## config.mk

```make
export PLATFORM = sky130hd
export DESIGN_NAME = riscv_instruction_encoder_flat
export DESIGN_NICKNAME = d
export VERILOG_FILES = /design/src/rtl/riscv_instruction_encoder_if.sv /design/src/rtl/riscv_instruction_encoder.sv /design/src/flat_wrapper.sv
export SDC_FILE = /design/constraint.sdc
export NUM_CORES = 1
export LEC_CHECK = 0
export BUFFER_PORTS_ARGS = -buffer_cell sky130_fd_sc_hd__buf_2
export CAP_MARGIN = 0
export CORE_AREA = 4 4 109 111
export DETAILED_ROUTE_END_ITERATION = 12
export DIE_AREA = 0 0 113 115
export HOLD_SLACK_MARGIN = 0.1
export PLACE_DENSITY = 0.74
export REMOVE_ABC_BUFFERS = 1
export SYNTH_ARGS = -nofsm -noshare
export SYNTH_HDL_FRONTEND = slang
export SYNTH_SLANG_ARGS = --single-unit
```

## constraint.sdc

```tcl
create_clock -name clk -period 2.3 [get_ports clk]
set_clock_uncertainty 0.15 [all_clocks]
set_input_delay 0.345 -clock clk [delete_from_list [all_inputs] [get_ports clk]]
set_output_delay 0.345 -clock clk [all_outputs]
set_load 0.05 [all_outputs]
```

## src/rtl/riscv_instruction_encoder_if.sv

```systemverilog
// Request/response bundle for the RV32I instruction encoder.
// The master side produces symbolic requests and consumes encoded words.
interface riscv_instruction_encoder_if;
    logic        in_valid;
    logic        in_ready;
    logic [4:0]  in_op;
    logic [4:0]  in_rd;
    logic [4:0]  in_rs1;
    logic [4:0]  in_rs2;
    logic [31:0] in_imm;
    logic        out_valid;
    logic        out_ready;
    logic [31:0] out_instr;
    logic [31:0] out_addr;
    logic        err;
    logic [15:0] err_count;

    modport master (
        output in_valid, in_op, in_rd, in_rs1, in_rs2, in_imm, out_ready,
        input  in_ready, out_valid, out_instr, out_addr, err, err_count
    );

    modport slave (
        input  in_valid, in_op, in_rd, in_rs1, in_rs2, in_imm, out_ready,
        output in_ready, out_valid, out_instr, out_addr, err, err_count
    );
endinterface

```

## src/rtl/riscv_instruction_encoder.sv

```systemverilog
// Sequential RV32I encoder: symbolic op + registers + immediate in, packed
// instruction word tagged with a sequential program address out.
module riscv_instruction_encoder #(
    parameter logic [31:0] BASE_ADDR = 32'h0000_0000
) (
    input logic                          clk,
    input logic                          rst_n,
    riscv_instruction_encoder_if.slave   bus
);

    typedef enum logic [4:0] {
        OP_ADD   = 5'd0,  OP_SUB   = 5'd1,  OP_SLL  = 5'd2,  OP_SLT  = 5'd3,
        OP_SLTU  = 5'd4,  OP_XOR   = 5'd5,  OP_SRL  = 5'd6,  OP_SRA  = 5'd7,
        OP_OR    = 5'd8,  OP_AND   = 5'd9,  OP_ADDI = 5'd10, OP_SLTI = 5'd11,
        OP_SLTIU = 5'd12, OP_XORI  = 5'd13, OP_ORI  = 5'd14, OP_ANDI = 5'd15,
        OP_SLLI  = 5'd16, OP_SRLI  = 5'd17, OP_SRAI = 5'd18, OP_JAL  = 5'd19
    } op_e;

    typedef enum logic [2:0] {
        FMT_BAD,
        FMT_R,
        FMT_I,
        FMT_SH,
        FMT_J
    } fmt_e;

    localparam logic [6:0] OPC_R   = 7'h33;
    localparam logic [6:0] OPC_I   = 7'h13;
    localparam logic [6:0] OPC_JAL = 7'h6F;

    logic [31:0] pc;
    logic        out_valid_q;
    logic [31:0] out_instr_q;
    logic [31:0] out_addr_q;
    logic        err_q;
    logic [15:0] err_count_q;

    logic        accept;
    logic        legal;
    logic [31:0] word;
    fmt_e        fmt;
    logic [2:0]  funct3;
    logic [6:0]  funct7;
    logic        imm_i_ok;
    logic        imm_sh_ok;
    logic        imm_j_ok;

    assign bus.in_ready  = !out_valid_q || bus.out_ready;
    assign bus.out_valid = out_valid_q;
    assign bus.out_instr = out_instr_q;
    assign bus.out_addr  = out_addr_q;
    assign bus.err       = err_q;
    assign bus.err_count = err_count_q;

    assign accept = bus.in_valid && bus.in_ready;

    // Range checks: the bits above the encodable field must all equal its sign bit.
    assign imm_i_ok  = (bus.in_imm[31:11] == '0) || (bus.in_imm[31:11] == '1);
    assign imm_sh_ok = (bus.in_imm[31:5] == '0);
    assign imm_j_ok  = ((bus.in_imm[31:20] == '0) || (bus.in_imm[31:20] == '1))
                       && !bus.in_imm[0];

    // Operation -> format and function fields; shift ops share funct3 with R-type.
    always_comb begin
        // NOTE: every output gets a default first so no path infers a latch.
        fmt    = FMT_BAD;
        funct3 = 3'd0;
        funct7 = 7'h00;
        case (op_e'(bus.in_op))
            OP_ADD:   fmt = FMT_R;
            OP_SUB:   begin fmt = FMT_R;  funct7 = 7'h20; end
            OP_SLL:   begin fmt = FMT_R;  funct3 = 3'd1; end
            OP_SLT:   begin fmt = FMT_R;  funct3 = 3'd2; end
            OP_SLTU:  begin fmt = FMT_R;  funct3 = 3'd3; end
            OP_XOR:   begin fmt = FMT_R;  funct3 = 3'd4; end
            OP_SRL:   begin fmt = FMT_R;  funct3 = 3'd5; end
            OP_SRA:   begin fmt = FMT_R;  funct3 = 3'd5; funct7 = 7'h20; end
            OP_OR:    begin fmt = FMT_R;  funct3 = 3'd6; end
            OP_AND:   begin fmt = FMT_R;  funct3 = 3'd7; end
            OP_ADDI:  fmt = FMT_I;
            OP_SLTI:  begin fmt = FMT_I;  funct3 = 3'd2; end
            OP_SLTIU: begin fmt = FMT_I;  funct3 = 3'd3; end
            OP_XORI:  begin fmt = FMT_I;  funct3 = 3'd4; end
            OP_ORI:   begin fmt = FMT_I;  funct3 = 3'd6; end
            OP_ANDI:  begin fmt = FMT_I;  funct3 = 3'd7; end
            OP_SLLI:  begin fmt = FMT_SH; funct3 = 3'd1; end
            OP_SRLI:  begin fmt = FMT_SH; funct3 = 3'd5; end
            OP_SRAI:  begin fmt = FMT_SH; funct3 = 3'd5; funct7 = 7'h20; end
            OP_JAL:   fmt = FMT_J;
            default:  fmt = FMT_BAD;
        endcase
    end

    always_comb begin
        legal = 1'b0;
        word  = '0;
        case (fmt)
            FMT_R: begin
                legal = 1'b1;
                word  = {funct7, bus.in_rs2, bus.in_rs1, funct3, bus.in_rd, OPC_R};
            end
            FMT_I: begin
                legal = imm_i_ok;
                word  = {bus.in_imm[11:0], bus.in_rs1, funct3, bus.in_rd, OPC_I};
            end
            FMT_SH: begin
                legal = imm_sh_ok;
                word  = {funct7, bus.in_imm[4:0], bus.in_rs1, funct3, bus.in_rd, OPC_I};
            end
            FMT_J: begin
                legal = imm_j_ok;
                word  = {bus.in_imm[20], bus.in_imm[10:1], bus.in_imm[11],
                         bus.in_imm[19:12], bus.in_rd, OPC_JAL};
            end
            default: begin
                legal = 1'b0;
                word  = '0;
            end
        endcase
    end

    always_ff @(posedge clk) begin
        if (!rst_n) begin
            pc          <= BASE_ADDR;
            out_valid_q <= 1'b0;
            out_instr_q <= '0;
            out_addr_q  <= BASE_ADDR;
            err_q       <= 1'b0;
            err_count_q <= '0;
        end else begin
            // NOTE: non-blocking assignments so every register sees pre-edge values.
            err_q <= 1'b0;
            if (accept && legal) begin
                out_instr_q <= word;
                out_addr_q  <= pc;
                pc          <= pc + 32'd4;
                out_valid_q <= 1'b1;
            end else begin
                if (out_valid_q && bus.out_ready) begin
                    out_valid_q <= 1'b0;
                end
                if (accept) begin
                    err_q <= 1'b1;
                    if (err_count_q != 16'hFFFF) begin
                        err_count_q <= err_count_q + 16'd1;
                    end
                end
            end
        end
    end

endmodule

```

## src/flat_wrapper.sv

```systemverilog
// flat-port wrapper written by rule: the top's interface ports become plain ports
module riscv_instruction_encoder_flat 
#(
    parameter logic [31:0] BASE_ADDR = 32'h0000_0000
)
  (clk, rst_n, bus_in_valid, bus_in_op, bus_in_rd, bus_in_rs1, bus_in_rs2, bus_in_imm, bus_out_ready, bus_in_ready, bus_out_valid, bus_out_instr, bus_out_addr, bus_err, bus_err_count);
  riscv_instruction_encoder_if bus_i ();
  input logic clk;
  input logic rst_n;
  input wire logic [$bits(bus_i.in_valid)-1:0] bus_in_valid;
  input wire logic [$bits(bus_i.in_op)-1:0] bus_in_op;
  input wire logic [$bits(bus_i.in_rd)-1:0] bus_in_rd;
  input wire logic [$bits(bus_i.in_rs1)-1:0] bus_in_rs1;
  input wire logic [$bits(bus_i.in_rs2)-1:0] bus_in_rs2;
  input wire logic [$bits(bus_i.in_imm)-1:0] bus_in_imm;
  input wire logic [$bits(bus_i.out_ready)-1:0] bus_out_ready;
  output wire logic [$bits(bus_i.in_ready)-1:0] bus_in_ready;
  output wire logic [$bits(bus_i.out_valid)-1:0] bus_out_valid;
  output wire logic [$bits(bus_i.out_instr)-1:0] bus_out_instr;
  output wire logic [$bits(bus_i.out_addr)-1:0] bus_out_addr;
  output wire logic [$bits(bus_i.err)-1:0] bus_err;
  output wire logic [$bits(bus_i.err_count)-1:0] bus_err_count;
  assign bus_i.in_valid = bus_in_valid;
  assign bus_i.in_op = bus_in_op;
  assign bus_i.in_rd = bus_in_rd;
  assign bus_i.in_rs1 = bus_in_rs1;
  assign bus_i.in_rs2 = bus_in_rs2;
  assign bus_i.in_imm = bus_in_imm;
  assign bus_i.out_ready = bus_out_ready;
  assign bus_in_ready = bus_i.in_ready;
  assign bus_out_valid = bus_i.out_valid;
  assign bus_out_instr = bus_i.out_instr;
  assign bus_out_addr = bus_i.out_addr;
  assign bus_err = bus_i.err;
  assign bus_err_count = bus_i.err_count;
  riscv_instruction_encoder #(.BASE_ADDR(BASE_ADDR)) u_core (.clk(clk), .rst_n(rst_n), .bus(bus_i));
endmodule
```

==> After elaboration in Yosys (flattened, before gate mapping) <==
Cells that the tools add are included.
{ "totals": {"elab_cells": 71, "reg_bits": 114, "inputBits": 56, "out_inout_bits": 83} }
{ "classes": {"reduce_logical": 27, "add_sub_neg": 2, "n_mux": 8, "eq_ne": 26, "bitwise_logic": 2} }
{ "op_table": {"columns": ["op", "n"], "rows": [
  ["one-hot mux 32 bit (4 select lines)", 1],
  ["== test 5 x 4 -> 1 bit, second input constant", 8],
  ["adder 32 x 3 -> 32 bit, second input constant", 1],
  ["zero test 27 bit", 1],
  ["== test 21 bit, second input constant", 1],
  ["zero test 21 bit", 1],
  ["one-hot mux 3 bit (7 select lines)", 1],
  ["== test 5 x 3 -> 1 bit, second input constant", 4],
  ["== test 5 bit, second input constant", 4],
  ["adder 16 x 1 -> 16 bit, second input constant", 1],
  ["!= test 16 bit, second input constant", 1],
  ["OR reduction 2 bit", 7],
  ["== test 12 bit, second input constant", 1],
  ["zero test 12 bit", 1],
  ["one-hot mux 3 bit (4 select lines)", 1],
  ["== test 5 x 2 -> 1 bit, second input constant", 2],
  ["OR reduction 10 bit", 1],
  ["== test 3 x 2 -> 1 bit, second input constant", 2],
  ["two-way mux 6 bit", 1],
  ["OR reduction 3 bit", 2],
  ["OR reduction 6 bit", 1],
  ["== test 5 x 1 -> 1 bit, second input constant", 1],
  ["zero test 5 bit", 1],
  ["logical AND 1 bit", 4],
  ["other kinds (10)", 16]
]} }

==> Logic depth before layout (Yosys ltp) <==
{ "logic_depth": {"ltp_word": 8, "mapped_depth": 10, "depth_no_buf": 7} }

==> Least setup slack after synthesis <==
No wires, ideal clock.
{ "synth_timing": {"path_type": "reg2reg", "start": "register u_core.err_count_q[0] (netlist: u_core.bus.err_count[0])", "end": "register u_core.err_count_q[8] (netlist: u_core.bus.err_count[8])", "t_arrival_ns": 2.457, "n_path_buf": 2, "path_stages_with_launch": 9, "period_less_slack_ns": 2.721, "setup_ns": 0.115, "slack_ns": -0.421, "required_ns": 2.035, "path_cell_list": "dfxtp_1 > ha_1 > nand2_1 > or4_1 > o21ai_0 > clkbuf_1 > clkbuf_1 > nor4_1 > o21a_1"} }
{ "synth_between": {"elab_chain_len": 2, "elab_cells_between_ends": 3, "classes_between": "1 x add/sub; 1 x eq/ne; 1 x reduce/logical"} }
{ "synth_rtl": {"columns": ["element", "line_no", "text"], "rows": [
  ["from (decl)", "riscv_instruction_encoder.sv:36", "logic [15:0] err_count_q;"],
  ["from (signal assigned)", "riscv_instruction_encoder.sv:145", "err_count_q <= err_count_q + 16'd1;"],
  ["branches (longest 2 deep; another with adder 16 x 1 -> 16 bit)", null, null]
]} }
Several ways; the timed one is not identified.
A chain may end at the register's enable or synchronous reset.

==> Worst setup path in the final report <==
{ "layout_timing": {"start": "register u_core.pc[6]", "end": "register u_core.pc[23]"} }
{ "layout_between": {"elab_chain_len": 1} }
{ "layout_rtl": {"columns": ["element", "line_no", "text"], "rows": [
  ["from (decl)", "riscv_instruction_encoder.sv:31", "logic [31:0] pc;"],
  ["from (signal assigned)", "riscv_instruction_encoder.sv:136", "pc <= pc + 32'd4;"],
  ["adder 32 x 3 -> 32 bit", "riscv_instruction_encoder.sv:136", null]
]} }
Every way passes these cells.

==> reports/results.ini <==
[outcome]
status = finished clean

[cells_and_area]
layout-drive-gt1-share = 0.293
area_delta_synth_final_pct = 31.5
diodes = 0
stdcell_count = 957
nets = 870
stdcell_area_sq_um = 6600

[global_routing]
grt_max_degree = 33
grt_pass1_vias = 5169
grt_overflow = 0
grt_pass1_wl_microns = 23700
antenna_found_initial = 0
grt.total_usage = 0.219

[placed_design]
place_area_sq_um = 6200
port_buffers = 136
gp_congestion = 0.802
dp.cells = 928
dpl.hpwl_microns = 10500

[synth]
ys_warn_count = 0
synth_common_cells = nand2_1 (114), dfxtp_1 (107), a21oi_1 (72)
ys.flop_type = dfxtp_1
yosysUniqueCellTypes = 55
synth_top_area_cell = dfxtp_1
synth.most_common_cell = nand2_1
synthTopCellsByArea = dfxtp_1 (43%), nand2_1 (8.5%), a21oi_1 (7.2%), nor2_1 (3.4%), mux2i_1 (2.8%)
ys_ff_latch = 107
yosysSeqAreaShare = 0.427
async_reset_ff_frac = 0
synth-edff-count = 0
syn_area_sq_um = 5020
synth_top_area_share = 0.427
avgSynthCellArea_sq_um = 7.90
synthCells = 635

[worst_setup_path]
critPathKind = flop to flop
worstReg2RegStart = u_core.pc[6]$_SDFFE_PN0P_
worst-r2r-setup-slack_ns = 0.07
cp-end-kind = flop
critical_path_required_ns = 2.48
path_common_cell = nand4_1
slowest_delay_ns = 0.43
slowest_stage = dfxtp_1
cp.arrival_ns = 2.41
critPathLaunchType = flop
path_max_fanout = 8
crit_chain = nand4_1 -> nor3_2 -> nand4_1 -> a311o_2 -> or3_4 -> a21oi_2
setup.worst_path.start = u_core.pc[6]$_SDFFE_PN0P_

[routing]
wire_per_inst_microns = 14.9
drtIter0Drc = 231
dr_wl_met3_microns = 826
drt-pass1-iter-count = 6
routed_wl_microns = 14200
wl_met1_microns = 5940
ant_nets = 0
vias_per_cell = 5.58
vias = 5340
wl_met2_microns = 7100
highest_layer = met4
route.detailed.drc = 0

[power_and_ir_drop]
vdd_drop_max_v = 0.000297
p_total_mw = 3.56
power_density_nw_per_um2 = 539
p_leak_nw = 2.59

[floorplan]
die_area_sq_um = 13000
initial_core_util = 0.465
placementRows = 38
die-height_microns = 115
die_w_microns = 113
core-area_sq_um = 10800
io_pins = 139

[sta]
layout_min_cycle_time_ns = 2.23
hold_violations = 0
max_slew_margin = 0.546
worst_pin_slew_ns = 0.670
finalSetupViolCount = 0
slew_violations = 0
timing.fmax_mhz = 448
post-route-period-util = 0.970

[cts]
cts_buffers = 9
path_clk_slew_ns = 0.11
insertion_delay_ns = 0.38
ctsHtreeMaxLevel = 3
cts_tree = yes
cts_root_buf = clkbuf_8
clock_path_buffers = 2
clock_sinks = 107

[worst_hold_path]
min_path_type = input pin to flop
holdCritStartpoint = bus_in_imm[3]

[run]
max_cap_violations = 0

==> sequential cells by signal (all words and copies together), names as in the netlist <==
register              flops
u_core.bus.err            1
u_core.bus.err_count     16
u_core.bus.out_addr      30
u_core.bus.out_instr     29
u_core.bus.out_valid      1
u_core.pc                30
==> where the power goes <==
part	switching [mW]	leakage, nW	internal (mW)
registers	0.0169	0.865	1.88
clock network	0.705	0.0897	0.413
logic	0.347	1.64	0.197
==> cells by family (layout without fill, tap and decap cells) <==
family / Yosys count / after routing / synth area share
multiplexers: 14 / 14 / 0.0279
AO/OA/AOI/OAI: 150 / 150 / 0.188
XOR/XNOR: 6 / 6 / 0.0105
adder cells (fa/ha/maj): 2 / 2 / 0.00499
flip-flops: 107 / 107 / 0.427
other: 1 / 2 / 0.000747
buffers and inverters: 55 / 236 / 0.0489
AND/OR/NAND/NOR: 300 / 300 / 0.292
==> through the flow <==
| stage | setup WS, ns | hold WS (ns) | setup TNS, ns | utilization |
|---|---|---|---|---|
| final | 0.0698 | 0.114 | 0 | 0.612 |
| after floorplan | -2.15 | 0.296 | -161.43 | - |
| after global routing | -0.0152 | 0.126 | -0.0475 | 0.612 |
| after detailed placement | -0.456 | 0.296 | -33.56 | 0.575 |
| after CTS | 0.0311 | 0.110 | 0 | 0.604 |
| after global placement | -0.368 | 0.290 | -25.21 | 0.575 |
==> layout by cell type (no fill, tap or decap), types with 4 or more instances in the layout <==
cell           Yosys  layout
buf_2             13     135
nand2_1          114     114
dfxtp_1          107     107
a21oi_1           72      71
buf_4              6      60
nor2_1            45      45
nand3_1           27      25
nor3_1            23      21
o21ai_0           21      20
nand4_1           19      19
o31ai_1           15      15
or4_1             15      15
mux2i_1           14      14
or3_1             13      12
nand2b_1          12      12
nor4_1            12      10
inv_1             10       9
a211oi_1           9       9
clkbuf_8           0       9
dlygate4sd3_1      0       9
a221oi_1           6       6
buf_12             0       6
nand3b_1           5       5
and3_1             4       4
xor2_1             4       4
==> metal layers <==
metal | up-vias | global-route usage
met5 | - | 0
met4 | 0 | 0.0994
met3 | 34 | 0.0442
met2 | 146 | 0.382
met1 | 2520 | 0.260
li1 | 2640 | -
==> critical path: cells and delay by family, from the launching register on <==
| family | cells | cell delay (ns) |
|---|---|---|
| AOI/OAI and AO/OA | 2 | 0.53 |
| and+or+nand+nor | 4 | 1.06 |
| DFF | 1 | 0.43 |
==> path summary, 6_finish.rpt <==
check | endpoint | cells past startpoint
max | u_core.pc[23]$_SDFFE_PN0P_ | 6
min | u_core.bus.out_instr[23]$_SDFFE_PN0P_ | 3
max reg2reg | u_core.pc[23]$_SDFFE_PN0P_ | 6
min reg2reg | u_core.bus.out_addr[17]$_SDFFE_PN0P_ | 2
==> layout make-up <==
cell class / instances / area (sq um)
flip-flops and latches: 107 / 2140
well taps: 140 / 175
fillers: 957 / 4190
clock inverters: 7 / 60.1
inverters: 10 / 37.5
clock buffers: 9 / 124
repair buffers: 210 / 1340
multi-input cells: 474 / 2730
==> repair_timing <==
item                                    CTS  global route
hold endpoints to repair                  9             0
hold buffers                              9             0
endpoints found under the setup margin   10            12
setup buffers                             2             2
resized for setup                         1            13
pin swaps                                 1             3
Note: power is estimated with default switching activity, not from simulation.
